$ cat src/rtl/serial_adder.sv
// Bit-serial adder: one full-adder slice built from two halfadder cells iterates LSB-first over WIDTH bits.
// Optional signed-overflow output enabled by defining SERIAL_ADDER_OVF_EN.

module halfadder (
  input  logic a,
  input  logic b,
  output logic s,
  output logic c
);

  assign s = a ^ b;
  assign c = a & b;

endmodule

module serial_adder #(
  parameter int WIDTH = 8
) (
  input  logic             clk,
  input  logic             rst,
  input  logic             start,
  input  logic [WIDTH-1:0] a,
  input  logic [WIDTH-1:0] b,
  input  logic             cin,
  output logic             busy,
  output logic             done,
  output logic [WIDTH-1:0] sum,
  output logic             cout
`ifdef SERIAL_ADDER_OVF_EN
  ,
  output logic             ovf
`endif
);

  localparam int CNT_W = (WIDTH > 1) ? $clog2(WIDTH) : 1;
  localparam logic [CNT_W-1:0] LAST = CNT_W'(WIDTH - 1);

  typedef enum logic [1:0] {
    S_IDLE,
    S_SHIFT,
    S_DONE
  } state_t;

  state_t state;
  state_t next_state;

  logic [WIDTH-1:0] a_sr;
  logic [WIDTH-1:0] b_sr;
  logic [WIDTH-1:0] res;
  logic             carry;
  logic [CNT_W-1:0] cnt;

  logic load;
  logic step;
  logic last;
  logic busy_d;
  logic done_d;

  logic s0, c0, s1, c1, carry_next;

  halfadder ha0 (.a(a_sr[0]), .b(b_sr[0]), .s(s0), .c(c0));
  halfadder ha1 (.a(s0),      .b(carry),   .s(s1), .c(c1));

  assign carry_next = c0 | c1;

  always_ff @(posedge clk) begin
    if (rst) state <= S_IDLE;
    else     state <= next_state;
  end

  always_comb begin
    next_state = state;
    case (state)
      S_IDLE:  if (start) next_state = S_SHIFT;
      S_SHIFT: if (cnt == LAST) next_state = S_DONE;
      S_DONE:  next_state = S_IDLE;
      default: next_state = S_IDLE;
    endcase
  end

  always_comb begin
    load   = (state == S_IDLE) && start;
    step   = (state == S_SHIFT);
    last   = step && (cnt == LAST);
    busy_d = (state == S_SHIFT);
    done_d = (state == S_DONE);
  end

  // busy/done are registered copies of the state, so they trail it by one cycle
  // and the result registers update on the same edge that raises done.
  always_ff @(posedge clk) begin
    if (rst) begin
      a_sr  <= '0;
      b_sr  <= '0;
      res   <= '0;
      carry <= 1'b0;
      cnt   <= '0;
      busy  <= 1'b0;
      done  <= 1'b0;
      sum   <= '0;
      cout  <= 1'b0;
    end else begin
      busy <= busy_d;
      done <= done_d;
      if (load) begin
        a_sr  <= a;
        b_sr  <= b;
        carry <= cin;
        cnt   <= '0;
      end else if (step) begin
        a_sr  <= a_sr >> 1;
        b_sr  <= b_sr >> 1;
        res   <= {s1, res[WIDTH-1:1]};
        carry <= carry_next;
        cnt   <= cnt + CNT_W'(1);
      end
      if (done_d) begin
        sum  <= res;
        cout <= carry;
      end
    end
  end

`ifdef SERIAL_ADDER_OVF_EN
  logic ovf_int;

  always_ff @(posedge clk) begin
    if (rst) begin
      ovf_int <= 1'b0;
      ovf     <= 1'b0;
    end else begin
      if (last) ovf_int <= carry ^ carry_next;
      if (done_d) ovf <= ovf_int;
    end
  end
`endif

endmodule

$ cat config.mk
export PLATFORM = sky130hd
export DESIGN_NAME = serial_adder
export DESIGN_NICKNAME = d
export VERILOG_FILES = /design/src/rtl/serial_adder.sv
export SDC_FILE = /design/constraint.sdc
export NUM_CORES = 1
export LEC_CHECK = 0
export BUFFER_PORTS_ARGS = -buffer_cell sky130_fd_sc_hd__buf_2
export CELL_PAD_IN_SITES_DETAIL_PLACEMENT = 2
export CELL_PAD_IN_SITES_GLOBAL_PLACEMENT = 2
export CORE_ASPECT_RATIO = 1.1
export CORE_MARGIN = 1
export CORE_UTILIZATION = 34
export CTS_CLUSTER_DIAMETER = 80
export DETAILED_ROUTE_END_ITERATION = 7
export PLACE_DENSITY_LB_ADDON = 0.12
export REMOVE_ABC_BUFFERS = 1
export SYNTH_ARGS = -nofsm -noshare
export SYNTH_HDL_FRONTEND = slang
export SYNTH_SLANG_ARGS = --single-unit
$ cat constraint.sdc
create_clock -name clk -period 4.55 [get_ports clk]
set_clock_uncertainty 0.2 [all_clocks]
set_input_delay 0.2275 -clock clk [delete_from_list [all_inputs] [get_ports clk]]
set_output_delay 0.2275 -clock clk [all_outputs]
set_load 0.02 [all_outputs]
# ---- Word-level counts from Yosys, hierarchy flattened
# Index checks and enable logic that the tools add are counted.
dict set report totals {
  register_bits 41
  inputBits 20
  out_inout_bits 11
}
dict set report classes {
  n_mux 9
  addsub 1
  bitwise 6
  reduce_logical 6
  n_eq_ne 5
}
# op n
set op_table {}
lappend op_table {{2-to-1 mux 8 bit} 4}
lappend op_table {{2-to-1 mux 2 bit} 2}
lappend op_table {{case mux 2 bit (2 select lines)} 1}
lappend op_table {{AND reduction 2 bit} 2}
lappend op_table {{adder 3 x 1 -> 3 bit (second input constant)} 1}
lappend op_table {{equality test 3 bit (second input constant)} 1}
lappend op_table {{AND 1 bit} 2}
lappend op_table {{equality test 2 x 1 -> 1 bit (second input constant)} 1}
lappend op_table {{equality test 2 bit (second input constant)} 1}
lappend op_table {{logical NOT 2 bit} 1}
lappend op_table {{2-to-1 mux 1 bit} 2}
lappend op_table {{inequality test 2 x 1 -> 1 bit (second input constant)} 1}
lappend op_table {{inequality test 2 bit (second input constant)} 1}
lappend op_table {{nonzero test 2 bit} 1}
lappend op_table {{OR reduction 2 bit} 1}
lappend op_table {{XOR 1 bit} 2}
lappend op_table {{logical AND 1 bit} 1}
lappend op_table {{inverter 1 bit} 1}
lappend op_table {{bitwise OR 1 bit} 1}

# ---- Logic depth before layout (Yosys ltp)
# Gate-level depths: netlist of run 1.
dict set report depth {
  ltp_word 5
  depth_mapped 6
  depth_no_buf 4
}

# ---- Hierarchy
# Synthesis of run 1 repeated with hierarchy kept, for this count alone.
dict set report hier_totals {
  cells_unflattened 198
  hier_area_um2 1696.6
}
# mod n_inst cells_per_inst area_each_um2
set by_module_without_submodules {}
lappend by_module_without_submodules {serial_adder 1 196 1671.6}
lappend by_module_without_submodules {halfadder 2 1 12.5}

# ---- Worst setup path before layout of run 1
# No wires, ideal clock.
dict set report synth_path {
  kind {register to register}
  startpoint {register state[0]}
  endpoint {register a_sr[1]}
  required_time_ns 4.216
  setup_time_ns 0.134
  arrival_time_ns 1.141
  period_less_slack_ns 1.475
  n_path_buf 3
  stages_incl_launch_ff 7
  setup_slack_ns 3.075
  cell_sequence {dfxtp_1 buf_6 or3b_1 buf_6 buf_8 nor2_1 a211oi_1}
}
dict set report synth_between {
  elab_chain_len 3
}
# element line
set synth_rtl {}
lappend synth_rtl {{start: declaration} 44} ;# state_t state;
lappend synth_rtl {{start signal: assignment} 68} ;# else state <= next_state;
lappend synth_rtl {{logical NOT 2 bit} 82} ;# load = (state == S_IDLE) && start;
lappend synth_rtl {{logical AND 1 bit} 82}
lappend synth_rtl {{2-to-1 mux 8 bit / nonzero test 2 bit (equally long branches)} -}
lappend synth_rtl {{end signal: assignment} 111} ;# a_sr <= a_sr >> 1;
lappend synth_rtl {{end: declaration} 47} ;# logic [WIDTH-1:0] a_sr;
# Parallel ways exist; a longest one is shown, timed or not.
# A chain may end at the register's enable or synchronous reset.

# ---- Worst setup path in the final report of run 1
dict set report layout_path {
  startpoint {register state[1]}
  endpoint {register b_sr[4]}
}
dict set report layout_between {
  elab_chain_len 3
}
# element line
set layout_rtl {}
lappend layout_rtl {{logical NOT 2 bit} 82}
lappend layout_rtl {{logical AND 1 bit} 82}
lappend layout_rtl {{2-to-1 mux 8 bit / nonzero test 2 bit (equally long branches)} -}
lappend layout_rtl {{end signal: assignment} 112} ;# b_sr <= b_sr >> 1;
lappend layout_rtl {{end: declaration} 48} ;# logic [WIDTH-1:0] b_sr;
# Parallel ways exist; a longest one is shown, timed or not.

==> results.tsv, run 1 <==
stage	metric	value	unit
pwr	p_seq_share	54.0	%
critical_path	cp_slowest_cell	nand2b_1	
placed_design	place.gp.congestion	0.660	
routing	via_count	1380	
synthesis	synth_cells	195	
pwr	pwr-share-comb	10.0	%
hold_path	worstHoldStart	b[6]	
placed_design	dp_cells	266	
routing	wire_per_inst	14.1	µm
pwr	vdd_drop_max	177	µV
routing	drc	0	
floorplan	rows	26	
timing	hold_ws	26.9	ps
clocking	cts_tree	done	
pwr	p_leak	0.751	nW
critical_path	r2r_setup_slack	2490	ps
synthesis	syn_area	1660	µm²
timing	post-route-period-util	45.4	%
timing	rsz0062_at_grt	false	
floorplan	ioPinCount	31	
floorplan	chipHeight	75.3	µm
cells_and_area	final_common_cell	nand2_1	
global_route	antenna_found_initial	0	
pwr	p_int	541	µW
critical_path	crit_family	simple AND/OR/NAND/NOR gates	
global_route	grt-ovfl-total	0	
clocking	clock-sinks	41	
placed_design	port-buffer-count	30	
critical_path	timing.critical_path.buf_inv	0	
timing	setup_violations	0	
run	maxCapViolations	0	
critical_path	cp_slowest_stage_delay	830	ps
synthesis	ys_ff_latch	41	
routing	drt_wl_total	3.90	mm
cells_and_area	mostFrequentLayoutCells	nand2_1 (48), dfxtp_1 (41), a21oi_1 (31)	
hold_path	hold_depth	3	
critical_path	crit_path_end_kind	flip-flop	
outcome	status	completed	
routing	via_per_inst	5.00	
cells_and_area	nFillCells	560	
floorplan	fp.dieW	68.7	µm
cells_and_area	syn_to_final_growth	14.2	%
critical_path	required	4540	ps
timing	final-hold-violation-count	0	
routing	ant_nets	0	
timing	worst_slew_margin_rel	31.9	%
cells_and_area	instances_no_fill	276	
synthesis	synth_cell_types	29	
critical_path	crit_chain	nand2b_1 -> a21oi_1 -> a211oi_1	
placed_design	pre_cts_ws	2460	ps
clocking	cts_inserted_buffers	5	
global_route	grt_pass1_vias	1382	
cells_and_area	nets	242	
floorplan	die_area	5170	µm²
clocking	worstSkewPairLatency	280	ps
pwr	p_sw	176	µW
cells_and_area	layout-drive-gt1-share	18.6	%
clocking	clk_pin_slew	80	ps
critical_path	r2r-end	b_sr[4]$_SDFFE_PP0P_	
clocking	cts-resized-gates	0	
synthesis	synth-seq-area-share	49.4	%
clocking	htree_levels	2	
clocking	ctsLongestPathBuffers	2	
critical_path	r2r_start	state[1]$_SDFFE_PP0P_	
cells_and_area	post-route-util	40.5	%
timing	timing.fmax	0.484	GHz
cells_and_area	n_antenna_cell	0	
timing	fin_ws	2490	ps
critical_path	crit_fanout	26	
timing	setup_tns	0	ps
global_route	grt.total_usage	17.3	%
global_route	grt_max_degree	41	
critical_path	crit_type	flip-flop to flip-flop	
critical_path	critPathArrivalTime	2060	ps
routing	dr.pass1.iters	2	
routing	drt_iter0_markers	41	
timing	slew_violations	0	
floorplan	start_util	35.5	%
global_route	grt_pass1_wl	6.53	mm
timing	post-route-min-period	2060	ps
pwr	sw_frac_of_total	24.5	%
critical_path	start_kind	flip-flop	
clocking	root_buffer	clkbuf_8	
synthesis	syn_area_per_cell	8.52	µm²
hold_path	min_to	b_sr[6]$_SDFFE_PP0P_	
floorplan	coreArea	4680	µm²
pwr	clkPwrFrac	36.0	%
placed_design	hpwlAfterDp	2.68	mm
timing	worst_slew_pin_slew	1020	ps
pwr	p_per_area	378	nW/µm²
synthesis	yosys_warnings	0	
hold_path	hold_class	input port to flip-flop	
critical_path	reg2regPathDepth	3	
registers in the layout, summed over array words and instances (netlist names), 2 cells and up:
signal	cells
sum	8
b_sr	8
cnt	3
state	2
a_sr	8
res	8
worst reg2reg max path: cells and delay by family, from the launching register on:
| kind | cells | cell delay, ps |
|---|---|---|
| AO/OA/AOI/OAI | 2 | 470 |
| flip-flops | 1 | 470 |
| AND/OR/NAND/NOR | 1 | 830 |
cells by family after synthesis:
group	count (synthesis)	share of synthesized area, %
AND/OR/NAND/NOR	80	20.9
AO/OA/AOI/OAI	51	18.4
flip-flops	41	49.4
buffers and inverters	17	6.78
adder cells (fa/ha/maj)	3	2.71
multiplexers	2	1.20
XOR/XNOR	1	0.527
through the flow:
stage	power, mW	cell area [µm²]
after floorplan	0.437	1560
after global placement	0.463	1780
after detailed placement	0.469	1780
after CTS	0.733	1900
after global routing	0.757	1900
final	0.718	1900
per-layer routing:
layer	track usage [%]	up-vias	routed length, µm
met3	3.59	4	104
met5	0	-	0
met2	30.1	23	1970
met4	6.25	0	41
met1	20.8	654	1780
li1	-	699	-
how the worst max path moves through the flow:
stage	startpoint	endpoint	slack (ps)	cells after the start
floorplan	state[1]$_SDFFE_PP0P_	a_sr[1]$_SDFFE_PP0P_	2910	3
global placement	state[1]$_SDFFE_PP0P_	a_sr[4]$_SDFFE_PP0P_	2610	3
detailed placement	state[1]$_SDFFE_PP0P_	cnt[2]$_SDFFE_PP0N_	2460	3
CTS	state[1]$_SDFFE_PP0P_	b_sr[3]$_SDFFE_PP0P_	2440	3
global route	state[1]$_SDFFE_PP0P_	b_sr[4]$_SDFFE_PP0P_	2280	3
finish	state[1]$_SDFFE_PP0P_	b_sr[4]$_SDFFE_PP0P_	2490	3
power by group through the flow:
stage          combinational [mW]  clock [mW]  sequential, mW
4_1_cts                    0.0743       0.271           0.388
6_report                   0.0719       0.258           0.387
5_1_grt                    0.0827       0.284           0.390
3_5_place_dp               0.0726           0           0.396
3_3_place_gp               0.0687           0           0.394
2_1_floorplan              0.0439           0           0.393
repair_timing:
item	CTS	global route
hold endpoints to repair	2	0
hold buffers	2	0
setup buffers	0	0
synth_stat cells:
| master | number | area share, % |
|---|---|---|
| nand2b_1 | 2 | 0.75 |
| o21a_1 | 1 | 0.45 |
| o21ba_2 | 1 | 0.60 |
| buf_1 | 1 | 0.23 |
| buf_8 | 1 | 0.90 |
| nor2_2 | 1 | 0.38 |
| or2b_1 | 1 | 0.45 |
| nor3b_4 | 1 | 1.1 |
| dfxtp_1 | 41 | 49 |
| buf_4 | 1 | 0.45 |
| a211oi_1 | 15 | 6.8 |
| inv_1 | 2 | 0.45 |
| clkbuf_1 | 5 | 1.1 |
| o2bb2ai_1 | 1 | 0.53 |
| nor2_1 | 18 | 4.1 |
| nand2_1 | 48 | 11 |
| buf_6 | 4 | 2.7 |
| and2_1 | 1 | 0.38 |
| xnor2_1 | 1 | 0.53 |
| fa_1 | 1 | 1.2 |
| ha_1 | 2 | 1.5 |
| buf_2 | 3 | 0.90 |
| a21oi_1 | 31 | 9.3 |
| nor3_1 | 3 | 0.90 |
| nand3_1 | 2 | 0.60 |
| or3b_1 | 1 | 0.53 |
| o22ai_1 | 2 | 0.75 |
| and2b_1 | 2 | 0.90 |
| mux2i_1 | 2 | 1.2 |
final cells by class:
cell class              count  area [µm²]  share of cell area, %
flip-flops and latches     41         821                   43.2
well taps                  56        70.1                   3.69
clock buffers               7        96.3                   5.08
multi-input cells         137         728                   38.4
inverters                   2        7.51                  0.396
repair buffers             32         170                   8.97
clock inverters             1        5.00                  0.264
Power figures use the tool's default switching activity.
==> run 2: changes to the inputs <==
--- a/config.mk
+++ b/config.mk
@@ -10,7 +10,7 @@
 export CELL_PAD_IN_SITES_GLOBAL_PLACEMENT = 2
 export CORE_ASPECT_RATIO = 1.1
 export CORE_MARGIN = 1
-export CORE_UTILIZATION = 34
+export CORE_UTILIZATION = 32
 export CTS_CLUSTER_DIAMETER = 80
 export DETAILED_ROUTE_END_ITERATION = 7
 export PLACE_DENSITY_LB_ADDON = 0.12
==> constraint.sdc (replaced) <==
create_clock -name clk -period 2.1 [get_ports clk]
set_clock_uncertainty 0.2 [all_clocks]
set_input_delay 0.105 -clock clk [delete_from_list [all_inputs] [get_ports clk]]
set_output_delay 0.105 -clock clk [all_outputs]
set_load 0.02 [all_outputs]
==> run 2 against run 1 <==
Net effect:
- the flow now finishes with violations (design-rule violations)
- register-to-register slack worse by 2100 ps
- via count is 7.5% higher
- clock-buffer cell count is 1 lower
- die area is 6.1% higher
- worst setup slack worse by 2100 ps
- wire length is 5.8% higher
- critical path depth is 1 higher
- combinational power grew to 2.6 times the previous value
- global-route usage is 0.58 points lower
==> results.tsv, run 2 (same netlist as run 1, synthesis figures left out) <==
stage	metric	value	unit	change
global_route	grt_use_met1	17.3	%	-3.5 points
timing	setup_violations	0		unchanged
critical_path	required	2130	ps	-2410 ps
critical_path	crit_path_end_kind	flip-flop		
timing	timing.fmax	0.569	GHz	+17%
routing	wire_per_inst	13.9	µm	-1.6%
critical_path	crit_type	flip-flop to flip-flop		
cells_and_area	layout-drive-gt1-share	18.8	%	+0.19 points
timing	post-route-min-period	1760	ps	-306 ps
global_route	grt-busiest-layer	met2		
cells_and_area	final_common_cell	nand2_1		
cells_and_area	n_antenna_cell	0		unchanged
placed_design	place.gp.congestion	0.702		+6.4%
timing	slew_violations	0		unchanged
cells_and_area	syn_to_final_growth	26.4	%	
timing	worst_slew_margin_rel	62.9	%	+31 points
run	maxCapViolations	0		unchanged
placed_design	pre_cts_ws	307	ps	-2150 ps
cells_and_area	nets	261		+7.9%
clocking	cts_inserted_buffers	5		unchanged
routing	drt_iter0_markers	24		-41%
critical_path	crit_fanout	14		-46%
critical_path	start_kind	flip-flop		
global_route	use_met2	31.7	%	+1.7 points
global_route	grt.total_usage	16.7	%	-0.58 points
floorplan	fp.dieW	70.7	µm	+3.0%
clocking	cts_tree	done		
clocking	ctsLongestPathBuffers	2		unchanged
global_route	grt_max_degree	27		-34%
outcome	violations	design-rule violations		
clocking	htree_levels	2		unchanged
floorplan	coreArea	5000	µm²	+6.7%
timing	setup_tns	0	ps	unchanged
critical_path	critPathArrivalTime	1790	ps	-270 ps
cells_and_area	mostFrequentLayoutCells	nand2_1 (48), dfxtp_1 (41), a21oi_1 (31)		
routing	via_per_inst	5.00		about the same
global_route	grt-ovfl-total	0		unchanged
routing	ant_nets	0		unchanged
clocking	cts-resized-gates	0		unchanged
global_route	antenna_found_initial	0		unchanged
clocking	root_buffer	clkbuf_8		
timing	rsz0062_at_grt	false		
clocking	clock-sinks	41		unchanged
timing	worst_slew_pin_slew	557	ps	-464 ps
global_route	grt_pass1_vias	1572		+14%
cells_and_area	instances_no_fill	297		+7.6%
floorplan	start_util	33.2	%	-2.2 points
floorplan	die_area	5480	µm²	+6.1%
timing	post-route-period-util	83.7	%	+38 points
pwr	vdd_drop_max	289	µV	+63%
floorplan	ioPinCount	31		unchanged
floorplan	chipHeight	77.6	µm	+3.0%
global_route	gr-usage-met3	4.55	%	+0.95 points
routing	dr.pass1.iters	5		+3
routing	via_count	1484		+7.5%
routing	drt_wl_total	4.13	mm	+5.8%
timing	final-hold-violation-count	0		unchanged
timing	fin_ws	342	ps	-2140 ps
placed_design	port-buffer-count	30		unchanged
clocking	clk_pin_slew	80	ps	about the same
pwr	p_per_area	808	nW/µm²	+110%
pwr	p_leak	0.836	nW	+11%
clocking	worstSkewPairLatency	300	ps	+20 ps
floorplan	rows	27		+3.8%
outcome	status	finished, violations left		
routing	drc	4		+4
hold_path	hold_class	input port to flip-flop		
placed_design	hpwlAfterDp	2.89	mm	+7.8%
global_route	grt_pass1_wl	7.07	mm	+8.2%
placed_design	dp_cells	272		+2.3%
run 2: layout make-up:
cell class / instances / area (µm²)
tap: 58 / 72.6
timing repair buffer: 51 / 350
inverter: 2 / 7.51
clock buffer: 6 / 82.6
clock inverter: 2 / 37.5
multi-input combinational: 137 / 728
fill: 569 / 2900
sequential: 41 / 821
run 2: path summary, 6_finish.rpt:
kind	start	cells past startpoint	end	slack, ps
max	state[0]$_SDFFE_PP0P_	4	res[4]$_SDFFE_PP0P_	340
min	b[0]	4	b_sr[0]$_SDFFE_PP0P_	30
max reg2reg	state[0]$_SDFFE_PP0P_	4	res[4]$_SDFFE_PP0P_	340
min reg2reg	sum[1]$_SDFFE_PP0P_	2	sum[1]$_SDFFE_PP0P_	260
run 2: timing repair:
action                    CTS  global route
hold buffers               17             0
hold endpoints to repair   17             0
buffers inserted            0             0
run 2: critical path, stage by stage, from the launching register on:
cell and delay, ps:
dfxtp_1 530, and2b_1 520, buf_4 250, nand2_1 60, a21oi_1 120
run 2: routing by layer:
metal | vias up | part of all wire (%)
met2 | 27 | 52
li1 | 735 | -
met1 | 715 | 43
met5 | - | 0
met3 | 7 | 3.5
met4 | 0 | 1.5
run 2: report_power, final:
part | internal, mW | switching [mW] | leakage (nW)
Clock | 0.387 | 0.283 | 0.0574
Combinational | 0.0876 | 0.101 | 0.444
Sequential | 0.813 | 0.0255 | 0.335
run 2: stage by stage:
| stage | hold slack, ps | area, µm² | power, mW | util, % |
|---|---|---|---|---|
| after global routing | 42.6 | 2100 | 1.78 | 42.0 |
| after detailed placement | 154 | 1810 | 1.03 | 36.2 |
| after CTS | 12.2 | 2100 | 1.72 | 42.0 |
| after floorplan | -28.1 | 1560 | 0.946 | - |
| final | 27.3 | 2100 | 1.70 | 42.0 |
| after global placement | 147 | 1810 | 1.01 | 36.2 |
==> run 3: changes to the inputs <==
--- a/config.mk
+++ b/config.mk
@@ -5,12 +5,13 @@
 export SDC_FILE = /design/constraint.sdc
 export NUM_CORES = 1
 export LEC_CHECK = 0
+export ABC_AREA = 1
 export BUFFER_PORTS_ARGS = -buffer_cell sky130_fd_sc_hd__buf_2
 export CELL_PAD_IN_SITES_DETAIL_PLACEMENT = 2
 export CELL_PAD_IN_SITES_GLOBAL_PLACEMENT = 2
 export CORE_ASPECT_RATIO = 1.1
 export CORE_MARGIN = 1
-export CORE_UTILIZATION = 32
+export CORE_UTILIZATION = 30
 export CTS_CLUSTER_DIAMETER = 80
 export DETAILED_ROUTE_END_ITERATION = 7
 export PLACE_DENSITY_LB_ADDON = 0.12
==> constraint.sdc (replaced) <==
create_clock -name clk -period 1.8 [get_ports clk]
set_clock_uncertainty 0.2 [all_clocks]
set_input_delay 0.09 -clock clk [delete_from_list [all_inputs] [get_ports clk]]
set_output_delay 0.09 -clock clk [all_outputs]
set_load 0.02 [all_outputs]
==> run 3 against run 2 <==
Net effect:
- the flow now finishes without violations
- via count is 15% higher
- largest cell class unchanged
- highest routed layer unchanged
- register-to-register slack worse by 50 ps
- global-route usage is 2.1 points higher
==> results.tsv, run 3 <==
stage	metric	value	unit	change
critical_path	crit_path_end_kind	flip-flop		
pwr	p_per_area	931	nW/µm²	+15%
synthesis	synth_area_leaders	dfxtp_1 (46%), nand2_1 (12%), nor2_1 (9.1%)		
critical_path	crit_chain	inv_2 -> o21ai_4 -> buf_4 -> nand2_1 -> inv_1 -> nor2_1 -> nor2_1		
routing	dr.pass1.iters	3		-2
pwr	sw_frac_of_total	24.2	%	+0.044 points
clocking	root_buffer	clkbuf_8		
cells_and_area	mostFrequentLayoutCells	nand2_1 (55), nor2_1 (43), dfxtp_1 (41)		
routing	wl_met1	2.20	mm	+23%
timing	timing.fmax	0.663	GHz	+17%
critical_path	crit_type	flip-flop to flip-flop		
routing	drt_iter0_markers	34		+42%
cells_and_area	nets	317		+21%
pwr	vdd_drop_max	428	µV	+48%
placed_design	hpwlAfterDp	3.62	mm	+25%
critical_path	required	1780	ps	-350 ps
cells_and_area	layout-drive-gt1-share	19.3	%	+0.49 points
cells_and_area	seq_area	821	µm²	unchanged
clocking	clk_pin_slew	80	ps	about the same
pwr	p_sw	517	µW	+26%
critical_path	critPathArrivalTime	1490	ps	-300 ps
critical_path	start_kind	flip-flop		
critical_path	cp_slowest_cell	dfxtp_1		
routing	via_count	1702		+15%
timing	final-hold-violation-count	0		unchanged
clocking	cts-resized-gates	0		unchanged
global_route	grt_max_degree	22		-19%
floorplan	start_util	32.0	%	-1.2 points
floorplan	rows	28		+3.7%
synthesis	ys.flop_type	dfxtp_1		
floorplan	chipHeight	82.6	µm	+6.4%
routing	drt_wl_total	5.34	mm	+29%
synthesis	synth_most_common_cell	nand2_1		
clocking	ctsLongestPathBuffers	2		unchanged
synthesis	yosys_warnings	0		unchanged
pwr	p_seq_share	46.4	%	-3.0 points
cells_and_area	n_antenna_cell	0		unchanged
pwr	clkPwrFrac	41.0	%	+1.6 points
clocking	worstSkewPairLatency	290	ps	about the same
floorplan	ioPinCount	31		unchanged
timing	rsz0062_at_grt	false		
synthesis	syn_area	1770	µm²	+6.6%
synthesis	synth_cells	245		+26%
synthesis	synth_commonest_cells	nand2_1 (55), nor2_1 (43), dfxtp_1 (41)		
synthesis	yosysTopAreaCellShare	46.4	%	-3.0 points
cells_and_area	multiInputGateArea	788	µm²	+8.2%
hold_path	hold_class	input port to flip-flop		
placed_design	port-buffer-count	30		unchanged
critical_path	r2r_start	state[1]$_SDFFE_PP0P_		
timing	post-route-min-period	1510	ps	-251 ps
routing	drc	0		-4
critical_path	timing.critical_path.buf_inv	3		+2
clocking	cts_inserted_buffers	5		unchanged
global_route	grt_pass1_wl	8.46	mm	+20%
critical_path	crit_fanout	14		unchanged
pwr	p_leak	1.14	nW	+37%
routing	wire_per_inst	14.4	µm	+3.8%
synthesis	ys_ff_latch	41		unchanged
pwr	pwr-share-comb	12.5	%	+1.4 points
routing	top_layer	met4		
synthesis	syn_area_per_cell	7.23	µm²	-15%
floorplan	coreArea	5540	µm²	+11%
clocking	clock-sinks	41		unchanged
global_route	grt-ovfl-total	0		unchanged
global_route	grt.total_usage	18.8	%	+2.1 points
synthesis	synth_cell_types	20		-31%
clocking	post_cts_buffers	0		unchanged
critical_path	crit_top_cell	nor2_1		
routing	ant_nets	0		unchanged
outcome	status	completed		
cells_and_area	final_common_cell	nand2_1		
synthesis	synth_async_sr_flop_share	0	%	unchanged
timing	slew_violations	0		unchanged
critical_path	cp_slowest_stage_delay	390	ps	-140 ps
timing	post-route-period-util	83.8	%	about the same
hold_path	worstHoldStart	b[0]		
clocking	htree_levels	2		unchanged
timing	worst_slew_pin_slew	315	ps	-242 ps
floorplan	fp.dieW	75.2	µm	+6.4%
cells_and_area	syn_to_final_growth	29.8	%	
synthesis	yosysTopAreaCell	dfxtp_1		
run	maxCapViolations	0		unchanged
timing	setup_violations	0		unchanged
critical_path	crit_family	buffers and inverters		
timing	worst_slew_margin_rel	78.9	%	+16 points
clocking	ctsHoldBuffers	16		-1
pwr	p_int	1.62	mW	+26%
clocking	cts_tree	done		
synthesis	synth-seq-area-share	46.4	%	-3.0 points
pwr	finalPower	2.14	mW	+26%
routing	via_per_inst	4.60		-7.9%
routing	wl_met3	107	µm	-25%
cells_and_area	nFillCells	704		+24%
global_route	grt_pass1_vias	1811		+15%
placed_design	place.gp.congestion	0.713		+1.5%
timing	setup_tns	0	ps	unchanged
routing	wl_met2	2.93	mm	+37%
critical_path	crit_path_start	state[1]$_SDFFE_PP0P_		
synthesis	synth_edf_count	0		unchanged
floorplan	die_area	6210	µm²	+13%
global_route	antenna_found_initial	0		unchanged
run 3: cell type report:
type	instances	area share, %
sequential	41	35.7
timing repair buffer	55	16.4
tap	75	4.08
multi-input combinational	169	34.3
clock inverter	3	2.83
clock buffer	5	3.00
inverter	22	3.59
run 3: worst paths after layout:
check / end / slack [ps] / depth (start not counted)
setup / recovery: carry$_SDFFE_PP0P_ / 290 / 7
hold / removal: b_sr[0]$_SDFFE_PP0P_ / 7 / 5
setup reg to reg: carry$_SDFFE_PP0P_ / 290 / 7
hold reg to reg: b_sr[6]$_SDFFE_PP0P_ / 270 / 2
run 3: worst reg2reg max path, delay by kind of cell (launching register included):
family                 cells  cell delay (ps)
AOI/OAI and AO/OA          1              100
buffers and inverters      3              490
DFF                        1              390
and+or+nand+nor            3              230
run 3: cell families (layout without fill, tap and decap cells):
kind of cell / count (synthesis) / after routing / synth area share, %
xor gates and xnor gates: 1 / 1 / 0.495
and+or+nand+nor: 130 / 130 / 31.0
AOI/OAI and AO/OA: 35 / 35 / 10.5
DFF: 41 / 41 / 46.4
buffers and inverters: 35 / 85 / 9.12
adders and majority gates: 3 / 3 / 2.54
run 3: power by group through the flow:
stage | combinational [mW] | sequential, mW | clock [mW]
floorplan | 0.132 | 1.01 | 0
global placement | 0.237 | 1.01 | 0
detailed placement | 0.245 | 1.01 | 0
CTS | 0.273 | 0.994 | 0.903
global route | 0.304 | 0.999 | 0.944
finish | 0.268 | 0.993 | 0.877
run 3: per-stage QoR:
step                hold WS (ps)  setup WS, ps  cell area [µm²]  cells  util (%)
floorplan                  -40.9           192             1690    232         -
global placement             159           389             2000    346      36.2
detailed placement           173           291             2000    346      36.2
CTS                         23.1           267             2300    370      41.5
global route                34.5           195             2300    370      41.5
finish                      7.30           292             2300    370      41.5
run 3: routing by layer:
layer	vias to the layer above	global-route usage [%]
li1	867	-
met1	805	19.4
met2	21	37.0
met3	9	3.76
met4	0	6.48
met5	-	0
